--- src/rtl/seq_alu_if.sv ---
// Request/response bundle for seq_alu: operands and opcode in, result and status out.
// The master drives requests; the slave (the ALU) drives results and flags.
interface seq_alu_if #(
    parameter int unsigned WIDTH = 8
);
    logic             start;
    logic [2:0]       op;
    logic [WIDTH-1:0] data1;
    logic [WIDTH-1:0] data2;
    logic [WIDTH-1:0] result;
    logic             busy;
    logic             done;
    logic             zero;
    logic             ovf;

    modport master (
        output start, op, data1, data2,
        input  result, busy, done, zero, ovf
    );

    modport slave (
        input  start, op, data1, data2,
        output result, busy, done, zero, ovf
    );
endinterface

--- src/rtl/seq_alu.sv ---
// Multi-cycle ALU: single-cycle FWD/ADD/SUB/AND/OR, iterative shift-add MUL, DONE pulse.
// Define ALU_SAT_EN to clamp overflowing ADD/SUB results to the signed range limits.
module seq_alu #(
    parameter int unsigned WIDTH = 8
) (
    input logic      clk,
    input logic      reset,
    seq_alu_if.slave bus
);
    localparam int unsigned CW = (WIDTH > 2) ? $clog2(WIDTH) : 1;
    localparam logic [CW-1:0] LastBit = CW'(WIDTH - 1);

    localparam logic [1:0] StIdle = 2'd0;
    localparam logic [1:0] StMul  = 2'd1;
    localparam logic [1:0] StFin  = 2'd2;

    localparam logic [2:0] OpFwd = 3'b000;
    localparam logic [2:0] OpAdd = 3'b001;
    localparam logic [2:0] OpAnd = 3'b010;
    localparam logic [2:0] OpOr  = 3'b011;
    localparam logic [2:0] OpSub = 3'b100;
    localparam logic [2:0] OpMul = 3'b101;

`ifdef ALU_SAT_EN
    localparam logic [WIDTH-1:0] SatMax = {1'b0, {(WIDTH-1){1'b1}}};
    localparam logic [WIDTH-1:0] SatMin = {1'b1, {(WIDTH-1){1'b0}}};
`endif

    logic [1:0]       state_q;
    logic [WIDTH-1:0] result_q;
    logic             zero_q;
    logic             ovf_q;
    logic [CW-1:0]    cnt_q;
    logic [WIDTH-1:0] acc_q;
    logic [WIDTH-1:0] mcand_q;
    logic [WIDTH-1:0] mplier_q;

    logic [WIDTH-1:0] sum;
    logic [WIDTH-1:0] diff;
    logic [WIDTH-1:0] alu_res;
    logic             alu_ovf;
    logic [WIDTH-1:0] acc_d;

    always_comb begin
        sum     = bus.data1 + bus.data2;
        diff    = bus.data1 - bus.data2;
        alu_res = '0;
        alu_ovf = 1'b0;
        case (bus.op)
            OpFwd: alu_res = bus.data2;
            OpAdd: begin
                alu_res = sum;
                alu_ovf = (bus.data1[WIDTH-1] == bus.data2[WIDTH-1]) &&
                          (sum[WIDTH-1] != bus.data1[WIDTH-1]);
            end
            OpAnd: alu_res = bus.data1 & bus.data2;
            OpOr:  alu_res = bus.data1 | bus.data2;
            OpSub: begin
                alu_res = diff;
                alu_ovf = (bus.data1[WIDTH-1] != bus.data2[WIDTH-1]) &&
                          (diff[WIDTH-1] != bus.data1[WIDTH-1]);
            end
            default: alu_res = '0;
        endcase
`ifdef ALU_SAT_EN
        // On overflow the true result always has the sign of data1.
        if (alu_ovf) begin
            alu_res = bus.data1[WIDTH-1] ? SatMin : SatMax;
        end
`endif
    end

    // Low WIDTH bits of an unsigned shift-add equal those of the signed product.
    assign acc_d = acc_q + (mplier_q[0] ? mcand_q : '0);

    always_ff @(posedge clk) begin
        if (reset) begin
            state_q  <= StIdle;
            result_q <= '0;
            zero_q   <= 1'b0;
            ovf_q    <= 1'b0;
            cnt_q    <= '0;
            acc_q    <= '0;
            mcand_q  <= '0;
            mplier_q <= '0;
        end else begin
            case (state_q)
                StIdle, StFin: begin
                    if (bus.start) begin
                        if (bus.op == OpMul) begin
                            state_q  <= StMul;
                            acc_q    <= '0;
                            cnt_q    <= '0;
                            mcand_q  <= bus.data1;
                            mplier_q <= bus.data2;
                        end else begin
                            state_q  <= StFin;
                            result_q <= alu_res;
                            zero_q   <= (alu_res == '0);
                            ovf_q    <= alu_ovf;
                        end
                    end else begin
                        state_q <= StIdle;
                    end
                end
                StMul: begin
                    acc_q    <= acc_d;
                    mcand_q  <= mcand_q << 1;
                    mplier_q <= mplier_q >> 1;
                    cnt_q    <= cnt_q + 1'b1;
                    if (cnt_q == LastBit) begin
                        state_q  <= StFin;
                        result_q <= acc_d;
                        zero_q   <= (acc_d == '0);
                        ovf_q    <= 1'b0;
                        cnt_q    <= '0;
                    end
                end
                default: state_q <= StIdle;
            endcase
        end
    end

    assign bus.result = result_q;
    assign bus.zero   = zero_q;
    assign bus.ovf    = ovf_q;
    assign bus.busy   = (state_q == StMul);
    assign bus.done   = (state_q == StFin);
endmodule

--- src/flat_wrapper.sv ---
// flat-port wrapper written by rule: the top's interface ports become plain ports
module seq_alu_flat 
#(
    parameter int unsigned WIDTH = 8
)
  (clk, reset, bus_start, bus_op, bus_data1, bus_data2, bus_result, bus_busy, bus_done, bus_zero, bus_ovf);
  seq_alu_if #(.WIDTH(WIDTH)) bus_i ();
  input logic clk;
  input logic reset;
  input wire logic [$bits(bus_i.start)-1:0] bus_start;
  input wire logic [$bits(bus_i.op)-1:0] bus_op;
  input wire logic [$bits(bus_i.data1)-1:0] bus_data1;
  input wire logic [$bits(bus_i.data2)-1:0] bus_data2;
  output wire logic [$bits(bus_i.result)-1:0] bus_result;
  output wire logic [$bits(bus_i.busy)-1:0] bus_busy;
  output wire logic [$bits(bus_i.done)-1:0] bus_done;
  output wire logic [$bits(bus_i.zero)-1:0] bus_zero;
  output wire logic [$bits(bus_i.ovf)-1:0] bus_ovf;
  assign bus_i.start = bus_start;
  assign bus_i.op = bus_op;
  assign bus_i.data1 = bus_data1;
  assign bus_i.data2 = bus_data2;
  assign bus_result = bus_i.result;
  assign bus_busy = bus_i.busy;
  assign bus_done = bus_i.done;
  assign bus_zero = bus_i.zero;
  assign bus_ovf = bus_i.ovf;
  seq_alu #(.WIDTH(WIDTH)) u_core (.clk(clk), .reset(reset), .bus(bus_i));
endmodule
--- config.mk ---
export PLATFORM = sky130hd
export DESIGN_NAME = seq_alu_flat
export DESIGN_NICKNAME = d
export VERILOG_FILES = /design/src/rtl/seq_alu_if.sv /design/src/rtl/seq_alu.sv /design/src/flat_wrapper.sv
export SDC_FILE = /design/constraint.sdc
export NUM_CORES = 1
export LEC_CHECK = 0
export ABC_AREA = 1
export CAP_MARGIN = 20
export CORE_MARGIN = 1
export CORE_UTILIZATION = 55
export CTS_CLUSTER_DIAMETER = 100
export DETAILED_ROUTE_END_ITERATION = 16
export PLACE_DENSITY_LB_ADDON = 0.05
export SLEW_MARGIN = 40
export SYNTH_ARGS = -nofsm -noshare
export SYNTH_HDL_FRONTEND = slang
export SYNTH_SLANG_ARGS = --single-unit
--- constraint.sdc ---
create_clock -name clk -period 2.9 [get_ports clk]
set_input_delay 0.58 -clock clk [delete_from_list [all_inputs] [get_ports clk]]
set_output_delay 0.58 -clock clk [all_outputs]
set_load 0.03 [all_outputs]
==> results of run 1 <==
[per-layer routing]
metal | vias to the layer above | share of wire [%] | track usage (%)
met3 | 25 | 5.9 | 3.84
li1 | 1718 | - | -
met5 | - | 0 | 0
met4 | 0 | 2.1 | 9.26
met2 | 147 | 44 | 49.6
met1 | 1543 | 48 | 40.1
[Yosys cell counts, types with 2 or more instances]
cell / instances
sky130_fd_sc_hd__fa_1: 3
sky130_fd_sc_hd__o22ai_1: 3
sky130_fd_sc_hd__a21oi_1: 27
sky130_fd_sc_hd__buf_2: 3
sky130_fd_sc_hd__nand3b_1: 2
sky130_fd_sc_hd__nor2_2: 2
sky130_fd_sc_hd__o211ai_1: 2
sky130_fd_sc_hd__inv_2: 4
sky130_fd_sc_hd__dfxtp_1: 39
sky130_fd_sc_hd__nand4_1: 7
sky130_fd_sc_hd__nor2_1: 49
sky130_fd_sc_hd__nand3_1: 48
sky130_fd_sc_hd__o21ai_0: 33
sky130_fd_sc_hd__or2_2: 3
sky130_fd_sc_hd__xor2_1: 6
sky130_fd_sc_hd__a31oi_1: 18
sky130_fd_sc_hd__nand2_1: 136
sky130_fd_sc_hd__inv_1: 62
sky130_fd_sc_hd__buf_4: 4
sky130_fd_sc_hd__nor2_4: 2
sky130_fd_sc_hd__ha_1: 32
sky130_fd_sc_hd__clkbuf_1: 9
sky130_fd_sc_hd__xnor2_1: 2
[report_power, final]
part           switching (W)  leakage (nW)  internal (W)
sequential         0.0000170         0.318      0.000560
clock               0.000195        0.0612      0.000278
combinational       0.000237          1.51      0.000152
total               0.000449          1.88      0.000990
[cells by family (layout without fill, tap and decap cells)]
kind of cell / Yosys count / after routing
buf+inv: 83 / 126
flops: 39 / 39
compound gates: 86 / 86
fa+ha+maj: 35 / 35
xor+xnor: 8 / 8
simple gates: 252 / 252
[sequential cells by signal, indices dropped and copies added, names as in the netlist]
register	cells
u_core.acc_q	8
u_core.bus.result	8
u_core.mcand_q	8
u_core.mplier_q	8
u_core.cnt_q	3
u_core.state_q	2
u_core.bus.ovf	1
u_core.bus.zero	1
[critical path, delay by kind of cell]
family	cells	cell delay, ns
fa+ha+maj	2	0.76
buf+inv	2	0.53
simple gates	11	0.96
[worst max-delay path by stage]
stage / endpoint / slack [ns] / depth (start not counted)
CTS: u_core.bus.zero / 0.29 / 15
global placement: u_core.bus.zero / -0.02 / 15
finish: u_core.bus.zero / 0.27 / 15
floorplan: u_core.bus.zero / 0.85 / 14
detailed placement: u_core.bus.zero / -0.001 / 15
global route: u_core.bus.zero / 0.08 / 15
[final cells by class]
class	instances	area, µm²	area share [%]
clock inverter	2	35.0	0.927
sequential	39	781	20.7
clock buffer	6	82.6	2.19
timing repair buffer	52	473	12.5
multi-input combinational	381	2070	54.8
tap	72	90.1	2.38
inverter	66	248	6.56
[stage by stage]
step,utilization (%),setup TNS (ns),instance area [µm²]
2_1_floorplan,-,0,3190
4_1_cts,68.2,0,3780
5_1_grt,68.2,0,3780
6_report,68.2,0,3780
3_5_place_dp,66.1,-0.000981,3660
3_3_place_gp,66.1,-0.0179,3660
==> metrics.log, run 1 <==
[metrics] latest clock arrival within the worst-skew pair: 0.29 ns
[metrics] minimum setup slack in the final design: 0.270 ns
[metrics] Post-DP HPWL: 6700 µm
[metrics] Worst Reg-to-Reg Cells: 13
[metrics] count of endpoints failing hold in the final timing report: 0
[metrics] simple-gate share of the synthesized area: 33.5%
[metrics] routed length per placed instance: 14.1 µm
[metrics] effective utilization at floorplan: 57.5%
[metrics] crit path kind: in2reg
[metrics] routability congestion estimate: 0.950
[metrics] top cell type's share of synthesized area: 24.5%
[metrics] number of flops mapped to enable cells by yosys: 0
[metrics] antenna violations before repair: 0
[metrics] Synth Net Count: 560
[metrics] XOR/XNOR Fraction of Synth Area: 2.20%
[metrics] register bit total from synthesis: 39
[metrics] total via count after detailed routing: 3433
[metrics] die area: 6100 µm²
[metrics] power density over the cells: 381 nW/µm²
[metrics] input/output buffers: 33
[metrics] cell taking the most area after synthesis: sky130_fd_sc_hd__dfxtp_1
[metrics] hold-fix buffers at CTS: 0
[metrics] portion of the post-synthesis area used by sequential elements: 24.5%
[metrics] wire length of the first global-routing pass: 14400 µm
[metrics] Yosys warning count: 0
[metrics] number of instances in the placed design: 610
[metrics] post-synthesis cell area: 3190 µm²
[metrics] total setup violations reported at the end of the flow: 0
[metrics] most common cell after layout, fill and taps aside: sky130_fd_sc_hd__nand2_1
[metrics] average instance area after synthesis: 6.34 µm²
[metrics] area growth from synthesis to layout: 18.5%
[metrics] worst setup path start: bus_data2[0]
[metrics] R2R Setup Slk: 0.51 ns
[metrics] number of non-filler instances in the completed layout: 618
[metrics] number of routed nets with antenna violations: 0
[metrics] async set or reset register ratio after synthesis: 0%
[metrics] TritonCTS clock tree: yes
[metrics] standard cell core area: 5540 µm²
[metrics] worst slew pin tran: 0.763 ns
[metrics] critical path cell sequence: clkdlybuf4s50_1 > ha_1 > fa_1 > nand2_1 > nand3_1 > nand3b_1 > nand2_1 > nand2_1 > nand3_1 > nand3_1 > nor2_1 > nand2_1 > nand3_1 > nand2_1 > inv_1
[metrics] Crit Reg-Reg Endpoint: u_core.bus.zero
[metrics] chip width: 78.1 µm
[metrics] number of pins exceeding their max-slew limit in the final report: 0
[metrics] multiplexer share of the synthesized area: 0%
[metrics] GRT Util Overall: 29.8%
[metrics] Filler Cells Inserted: 542
[metrics] number of nets in the layout: 602
[metrics] global route overflow: 0
[metrics] adder-cell share of the synthesized area: 14.4%
[metrics] number of top-level pins: 34
[metrics] peak clock frequency supported by timing: 0.380 GHz
[metrics] critical path's largest stage delay: 0.50 ns
[metrics] Hold Crit Start: u_core.cnt_q[1]
[metrics] Vias per Instance: 5.56
[metrics] WP data arrival: 2.83 ns
[metrics] complex-gate fraction of the synthesized area: 14.7%
[metrics] drt total wl: 8710 µm
[metrics] overall power after layout: 0.00144 W
[metrics] number of clock sinks: 39
[metrics] main area contributors after synthesis: sky130_fd_sc_hd__dfxtp_1, sky130_fd_sc_hd__nand2_1, sky130_fd_sc_hd__ha_1
[metrics] number of cells produced by synthesis: 503
[metrics] number of search-and-repair iterations in the first detailed-routing pass: 5
[metrics] peak supply drop: 0.325 mV
[metrics] clock root cell: sky130_fd_sc_hd__clkbuf_8
[metrics] RSZ-0062 raised after global routing: false
[metrics] number of buffers created by CTS: 5
[metrics] end point of the most critical hold path: u_core.cnt_q[1]
[metrics] CP Data Required Time: 3.10 ns
[metrics] final worst-path cycle share: 90.7%
[metrics] crit-path most repeated cell: sky130_fd_sc_hd__nand2_1
[metrics] # resized after CTS: 0
[metrics] Max Clock Skew: 0.00498 ns
[metrics] kind of capture point of the worst setup path: flip-flop
[metrics] max-cap violations: 0
[metrics] Clk pin slew, worst setup/hold paths: 0.08 ns
[metrics] most frequent cells in the layout: sky130_fd_sc_hd__nand2_1, sky130_fd_sc_hd__inv_1, sky130_fd_sc_hd__nor2_1, sky130_fd_sc_hd__nand3_1, sky130_fd_sc_hd__dfxtp_1
[metrics] antenna diode instance count: 0
[metrics] leak pwr: 1.88 nW
[metrics] ratio of cells with drive above 1 in the final layout: 7.14%
[metrics] pin count of the biggest net entering global routing: 30
[metrics] crit start category: input port
[metrics] final routed DRC violation total: 0
[metrics] Chip Height: 78.1 µm
[metrics] worst hold-check path type: reg2reg
[metrics] number of post-CTS setup repair buffers: 0
[metrics] final worst path period need: 2.63 ns
[metrics] run status: finished clean
[metrics] Max transition margin: 48.8%
[metrics] hold slack final: 0.467 ns
[metrics] count of H-tree levels built during CTS: 2
[metrics] buffer depth of the longest clock path: 2
[metrics] initial DRC count: 249
[metrics] startpoint of the worst-slack reg-to-reg timing path: u_core.mplier_q[0]
[metrics] critical-path maximum fanout: 5
[metrics] Cell Rows: 27
[metrics] DP Worst Slack: -0.000981 ns
[metrics] dominant combinational cell family by area after synthesis: simple AND/OR/NAND/NOR gates
[metrics] number of distinct library cells after synthesis: 30
[metrics] dominant register cell in the synthesized netlist: sky130_fd_sc_hd__dfxtp_1
[metrics] via count of the first global-routing pass: 3184
[metrics] cell count of the worst hold path: 2
[metrics] CP max-delay cell: sky130_fd_sc_hd__clkdlybuf4s50_1
No activity file was read; power rests on OpenSTA's default activity.
==> inputs of run 2 (changes only) <==
REMOVE_ABC_BUFFERS = 1   (was default)
==> run 2 against run 1 <==
Against the previous run: register-to-register slack better by 0.06 ns; sequential power hardly changed; clock power fell by 22%; routed wire length rose by 3.6%; die area is the same; clock skew is 0.0064 ns higher; sequential share of layout area down 0.089 points; final cell count up 0.97%; hold slack improved by 0.0031 ns; maximum frequency fell by 0.71%; critical path depth increased by 2; critical path type unchanged; highest routed layer unchanged.
==> metrics.log, run 2 (same netlist as run 1, synthesis figures left out) <==
[metrics] number of post-CTS setup repair buffers: 0 (unchanged)
[metrics] run status: finished clean
[metrics] R2R Setup Slk: 0.57 ns (+0.06 ns)
[metrics] antenna violations before repair: 0 (unchanged)
[metrics] total negative setup slack: 0 ns (unchanged)
[metrics] Vias per Instance: 5.48 (-1.3%)
[metrics] GRT Util Overall: 31.3% (+1.4 points)
[metrics] antenna diode instance count: 0 (unchanged)
[metrics] ratio of cells with drive above 1 in the final layout: 8.15% (+1.0 points)
[metrics] total setup violations reported at the end of the flow: 0 (unchanged)
[metrics] TritonCTS clock tree: yes
[metrics] peak clock frequency supported by timing: 0.378 GHz (-0.71%)
[metrics] buffer depth of the longest clock path: 2 (unchanged)
[metrics] critical-path maximum fanout: 3 (-2)
[metrics] Max transition margin: 60.3% (+11 points)
[metrics] routability congestion estimate: 0.966 (+1.7%)
[metrics] count of endpoints failing hold in the final timing report: 0 (unchanged)
[metrics] count of H-tree levels built during CTS: 2 (unchanged)
[metrics] kind of capture point of the worst setup path: flip-flop
[metrics] # resized after CTS: 0 (unchanged)
[metrics] leak pwr: 1.89 nW (+0.45%)
[metrics] final worst path period need: 2.65 ns (+0.0188 ns)
[metrics] routed length per placed instance: 14.5 µm (+2.6%)
[metrics] CP Data Required Time: 3.14 ns (+0.04 ns)
[metrics] crit path kind: in2reg
[metrics] input/output buffers: 33 (unchanged)
[metrics] pin count of the biggest net entering global routing: 30 (unchanged)
[metrics] Clk pin slew, worst setup/hold paths: 0.08 ns (about the same)
[metrics] Post-DP HPWL: 6930 µm (+3.5%)
[metrics] RSZ-0062 raised after global routing: false
[metrics] final worst-path cycle share: 91.3% (+0.65 points)
[metrics] total via count after detailed routing: 3420 (-0.38%)
[metrics] Hold Crit Start: u_core.bus.result[0]
[metrics] Chip Height: 78.1 µm (unchanged)
[metrics] hold-fix buffers at CTS: 0 (unchanged)
[metrics] number of clock sinks: 39 (unchanged)
[metrics] most frequent cells in the layout: sky130_fd_sc_hd__nand2_1, sky130_fd_sc_hd__inv_1, sky130_fd_sc_hd__nor2_1, sky130_fd_sc_hd__nand3_1, sky130_fd_sc_hd__dfxtp_1
[metrics] crit start category: input port
[metrics] number of search-and-repair iterations in the first detailed-routing pass: 5 (unchanged)
[metrics] die area: 6100 µm² (unchanged)
[metrics] drt total wl: 9020 µm (+3.6%)
[metrics] worst setup path start: bus_data1[0]
[metrics] Cell Rows: 27 (unchanged)
[metrics] clock root cell: sky130_fd_sc_hd__clkbuf_8
[metrics] max-cap violations: 0 (unchanged)
[metrics] latest clock arrival within the worst-skew pair: 0.30 ns (about the same)
[metrics] area growth from synthesis to layout: 19.0%
[metrics] via count of the first global-routing pass: 3253 (+2.2%)
[metrics] number of top-level pins: 34 (unchanged)
[metrics] number of pins exceeding their max-slew limit in the final report: 0 (unchanged)
[metrics] chip width: 78.1 µm (unchanged)
[metrics] number of routed nets with antenna violations: 0 (unchanged)
[metrics] WP data arrival: 2.88 ns (+0.05 ns)
[metrics] initial DRC count: 244 (-2.0%)
[metrics] Worst Reg-to-Reg Cells: 13 (unchanged)
[metrics] effective utilization at floorplan: 57.5% (unchanged)
[metrics] cell count of the worst hold path: 2 (unchanged)
[metrics] worst hold-check path type: reg2reg
[metrics] hold slack final: 0.470 ns (+0.00306 ns)
[metrics] number of buffers created by CTS: 5 (unchanged)
[metrics] most common cell after layout, fill and taps aside: sky130_fd_sc_hd__nand2_1
[metrics] power density over the cells: 355 nW/µm² (-6.9%)
[metrics] Crit Reg-Reg Endpoint: u_core.bus.zero
[metrics] Max Clock Skew: 0.0114 ns (+0.00639 ns)
[metrics] end point of the most critical hold path: u_core.bus.result[0]
[metrics] number of nets in the layout: 608 (+1.0%)
[metrics] wire length of the first global-routing pass: 15000 µm (+4.7%)
[metrics] peak supply drop: 0.339 mV (+4.5%)
[metrics] worst slew pin tran: 0.595 ns (-0.168 ns)
[metrics] global route overflow: 0 (unchanged)
[metrics] standard cell core area: 5540 µm² (unchanged)
[metrics] final routed DRC violation total: 0 (unchanged)
[metrics] startpoint of the worst-slack reg-to-reg timing path: u_core.mplier_q[0]
## run 2: cell types whose count changed in the layout (fill, tap and decap cells not counted), sizes merged
cell,delta
clkbuf,-1
buf,+6
bufinv,-1
clkinvlp,+2
clkinv,-1
inv,+1
## run 2: how the worst max path moves through the flow
stage                      endpoint  cells past startpoint  slack, ns
floorplan           u_core.bus.zero                     16       0.84
global placement    u_core.bus.zero                     17       0.02
global route        u_core.bus.zero                     17       0.05
finish              u_core.bus.zero                     17       0.25
CTS                 u_core.bus.zero                     15       0.29
detailed placement  u_core.bus.zero                     17       0.01
## run 2: cell type report
type / instances / area (µm²)
fill: 514 / 1750
inverter: 66 / 248
clock buffer: 5 / 68.8
tap: 72 / 90.1
timing repair buffer: 58 / 518
clock inverter: 3 / 20.0
multi-input combinational: 381 / 2070
sequential: 39 / 781
## run 2: where the power goes
group | internal [W] | leakage [nW] | switching [W]
clock network | 0.000167 | 0.0402 | 0.000203
registers | 0.000560 | 0.318 | 0.0000168
logic | 0.000155 | 1.53 | 0.000243
## run 2: critical path: stages
cell	delay, ns
sky130_fd_sc_hd__clkdlybuf4s50_1	0.52
sky130_fd_sc_hd__inv_1	0.08
sky130_fd_sc_hd__ha_1	0.22
sky130_fd_sc_hd__fa_1	0.39
sky130_fd_sc_hd__inv_1	0.10
sky130_fd_sc_hd__nand2_1	0.07
sky130_fd_sc_hd__nand2_1	0.06
sky130_fd_sc_hd__nor2_1	0.04
sky130_fd_sc_hd__nor2_1	0.12
sky130_fd_sc_hd__nand3_1	0.12
sky130_fd_sc_hd__nor2_1	0.18
sky130_fd_sc_hd__nand3_1	0.10
sky130_fd_sc_hd__nor2_1	0.09
sky130_fd_sc_hd__nand2_1	0.05
sky130_fd_sc_hd__nand3_1	0.06
sky130_fd_sc_hd__nand2_1	0.05
sky130_fd_sc_hd__inv_1	0.05
## run 2: layer usage
metal,part of all wire (%),GRT usage [%],wire [µm],vias up
met4,1.4,8.33,127,0
met3,5.8,3.60,520,13
li1,-,-,-,1722
met5,0,0,0,-
met1,47,42.0,4200,1564
met2,46,52.9,4170,121
## run 2: metrics by stage
| stage | util [%] | cell area (µm²) | cells | power, W | setup WS (ns) |
|---|---|---|---|---|---|
| floorplan | - | 3100 | 486 | 0.000813 | 0.843 |
| global placement | 66.9 | 3700 | 616 | 0.000974 | 0.0157 |
| detailed placement | 66.9 | 3700 | 616 | 0.000979 | 0.0128 |
| CTS | 68.5 | 3790 | 624 | 0.00135 | 0.292 |
| global route | 68.5 | 3790 | 624 | 0.00142 | 0.0452 |
| finish | 68.5 | 3790 | 624 | 0.00135 | 0.251 |
==> inputs of run 3 (changes only) <==
CORE_UTILIZATION = 52   (was 55)
SETUP_SLACK_MARGIN = 0.3   (was default)
clock period = 2.4 ns   (was 2.9 ns; I/O delays follow)
==> run 3 against run 2 <==
Against the previous run: cell area is 14% higher; critical endpoint is now bus_busy; via count is 4.6% higher; non-clock buffer count is 40 higher.
==> metrics.log, run 3 (same netlist as run 1, synthesis figures left out) <==
[metrics] die area: 6450 µm² (+5.6%)
[metrics] latest clock arrival within the worst-skew pair: 0.28 ns (-0.02 ns)
[metrics] ratio of cells with drive above 1 in the final layout: 25.2% (+17 points)
[metrics] final worst-path cycle share: 83.5%
[metrics] R2R Setup Slk: 0.40 ns (-0.17 ns)
[metrics] critical path cell sequence: inv_1 > nor2_4 > dlygate4sd2_1
[metrics] CP delay by family, top: buffers and inverters
[metrics] count of H-tree levels built during CTS: 2 (unchanged)
[metrics] end point of the most critical hold path: u_core.bus.result[0]
[metrics] wire length of the first global-routing pass: 15200 µm (+0.78%)
[metrics] RSZ-0062 raised after global routing: false
[metrics] peak supply drop: 0.371 mV (+9.3%)
[metrics] run status: finished clean
[metrics] Crit Reg-Reg Endpoint: u_core.bus.zero
[metrics] worst slew pin tran: 0.631 ns (+0.0358 ns)
[metrics] peak clock frequency supported by timing: 0.499 GHz
[metrics] pin count of the biggest net entering global routing: 30 (unchanged)
[metrics] number of top-level pins: 34 (unchanged)
[metrics] register area: 781 µm² (unchanged)
[metrics] routability congestion estimate: 0.958 (-0.83%)
[metrics] chip width: 80.3 µm (+2.8%)
[metrics] number of search-and-repair iterations in the first detailed-routing pass: 5 (unchanged)
[metrics] drt total wl: 9690 µm (+7.4%)
[metrics] max-cap violations: 0 (unchanged)
[metrics] CP Data Required Time: 1.92 ns (-1.22 ns)
[metrics] number of pins exceeding their max-slew limit in the final report: 0 (unchanged)
[metrics] final worst path period need: 2.00 ns
[metrics] WP data arrival: 1.52 ns (-1.36 ns)
[metrics] post-route design area: 4320 µm² (+14%)
[metrics] initial DRC count: 234 (-4.1%)
[metrics] TritonCTS clock tree: yes
[metrics] number of clock sinks: 39 (unchanged)
[metrics] antenna diode instance count: 0 (unchanged)
[metrics] Clk pin slew, worst setup/hold paths: 0.07 ns (about the same)
[metrics] number of routed nets with antenna violations: 0 (unchanged)
[metrics] area growth from synthesis to layout: 35.6%
[metrics] GRT Util Overall: 30.6% (-0.63 points)
[metrics] via count of the first global-routing pass: 3324 (+2.2%)
[metrics] Cell Rows: 28 (+3.7%)
[metrics] effective utilization at floorplan: 53.8% (-3.7 points)
[metrics] kind of capture point of the worst setup path: primary output
[metrics] CP max-delay cell: sky130_fd_sc_hd__dlygate4sd2_1
[metrics] Vias per Instance: 5.37 (-2.0%)
[metrics] standard cell core area: 5920 µm² (+6.9%)
[metrics] DP Worst Slack: -0.300 ns (-0.313 ns)
[metrics] startpoint of the worst-slack reg-to-reg timing path: u_core.mplier_q[0]
[metrics] hold slack final: 0.466 ns (-0.00403 ns)
[metrics] cell count of the worst hold path: 2 (unchanged)
[metrics] Chip Height: 80.3 µm (+2.8%)
[metrics] total setup violations reported at the end of the flow: 0 (unchanged)
[metrics] number of nets in the layout: 649 (+6.7%)
[metrics] crit path kind: reg2out
[metrics] number of buffers created by CTS: 5 (unchanged)
[metrics] most frequent cells in the layout: sky130_fd_sc_hd__nand2_1, sky130_fd_sc_hd__buf_4, sky130_fd_sc_hd__inv_1, sky130_fd_sc_hd__nand3_1, sky130_fd_sc_hd__nor2_1
[metrics] worst hold-check path type: reg2reg
[metrics] global route overflow: 0 (unchanged)
[metrics] most common cell after layout, fill and taps aside: sky130_fd_sc_hd__nand2_1
[metrics] leak pwr: 2.15 nW (+14%)
[metrics] total via count after detailed routing: 3576 (+4.6%)
[metrics] antenna violations before repair: 0 (unchanged)
[metrics] cell count along the critical path: 3 (-14)
[metrics] Hold Crit Start: u_core.bus.result[0]
[metrics] power density over the cells: 395 nW/µm² (+11%)
[metrics] minimum setup slack in the final design: 0.396 ns (+0.145 ns)
[metrics] critical-path maximum fanout: 9 (+6)
[metrics] Multi-input gate area: 2290 µm² (+11%)
[metrics] Worst Reg-to-Reg Cells: 13 (unchanged)
[metrics] hold-fix buffers at CTS: 0 (unchanged)
[metrics] critical path's largest stage delay: 0.45 ns (-0.07 ns)
[metrics] Max Clock Skew: 0.00548 ns (-0.00589 ns)
[metrics] count of endpoints failing hold in the final timing report: 0 (unchanged)
[metrics] Post-DP Area: 3990 µm² (+7.7%)
[metrics] routed length per placed instance: 14.5 µm (+0.62%)
[metrics] Post-DP HPWL: 7250 µm (+4.7%)
[metrics] crit start category: flip-flop
[metrics] clock root cell: sky130_fd_sc_hd__clkbuf_8
[metrics] final routed DRC violation total: 0 (unchanged)
[metrics] input/output buffers: 33 (unchanged)
[metrics] worst setup path start: u_core.state_q[0]
[metrics] Max transition margin: 57.9% (-2.4 points)
[metrics] final standard cell utilization of the core: 73.0% (+4.5 points)
[metrics] Filler Cells Inserted: 509 (-0.97%)
[metrics] buffer depth of the longest clock path: 2 (unchanged)
[metrics] Bufs and invs on worst path: 2 (-2)
-- run 3: per-stage QoR --
step / total power (W) / instances / TNS [ns]
floorplan: 0.000983 / 486 / 0
global placement: 0.00124 / 655 / -1.35
detailed placement: 0.00125 / 655 / -1.51
CTS: 0.00168 / 662 / 0
global route: 0.00180 / 666 / 0
finish: 0.00171 / 666 / 0
-- run 3: worst register-to-register path, stage by stage, from the launching register on --
cell and delay, ns:
sky130_fd_sc_hd__dfxtp_1 0.33, sky130_fd_sc_hd__nand2_1 0.06, sky130_fd_sc_hd__inv_1 0.04, sky130_fd_sc_hd__ha_2 0.20
sky130_fd_sc_hd__fa_2 0.38, sky130_fd_sc_hd__xnor2_1 0.14, sky130_fd_sc_hd__nand2_1 0.10, sky130_fd_sc_hd__nor3_2 0.22
sky130_fd_sc_hd__nand3_1 0.11, sky130_fd_sc_hd__nor2_1 0.09, sky130_fd_sc_hd__nand3_1 0.09, sky130_fd_sc_hd__nand3_1 0.10
sky130_fd_sc_hd__nand2_1 0.05, sky130_fd_sc_hd__inv_1 0.04
-- run 3: timing repair --
| item | CTS | global route |
|---|---|---|
| buffers inserted | 1 | 3 |
| pin swaps | 13 | 26 |
| setup endpoints to repair | 10 | 8 |
| resized for setup | 45 | 53 |
| cloned | 0 | 1 |
| hold endpoints to repair | 0 | 0 |
-- run 3: area by class of cell --
| class | instances | share of cell area (%) |
|---|---|---|
| inverters | 66 | 5.82 |
| clock buffers | 6 | 1.68 |
| multi-input cells | 381 | 53.1 |
| flip-flops and latches | 39 | 18.1 |
| well taps | 75 | 2.17 |
| repair buffers | 98 | 19.1 |
| repair inverters | 1 | 0.116 |
-- run 3: how the worst max path moves through the flow --
stage | slack [ns] | to
after floorplan | 0.44 | u_core.bus.zero
after global placement | -0.27 | u_core.bus.zero
after detailed placement | -0.30 | u_core.bus.zero
after CTS | 0.27 | u_core.bus.zero
after global routing | 0.29 | u_core.bus.zero
final | 0.40 | bus_busy
-- run 3: power by group --
part           internal, W  switching [W]
logic             0.000264       0.000341
registers         0.000677      0.0000179
clock network     0.000194       0.000214
total              0.00113       0.000572
-- run 3: metal layers --
| layer | wire [µm] | global-route usage, % |
|---|---|---|
| met2 | 4560 | 53.1 |
| met5 | 0 | 0 |
| met1 | 4470 | 40.5 |
| met4 | 119 | 5.89 |
| met3 | 541 | 4.09 |
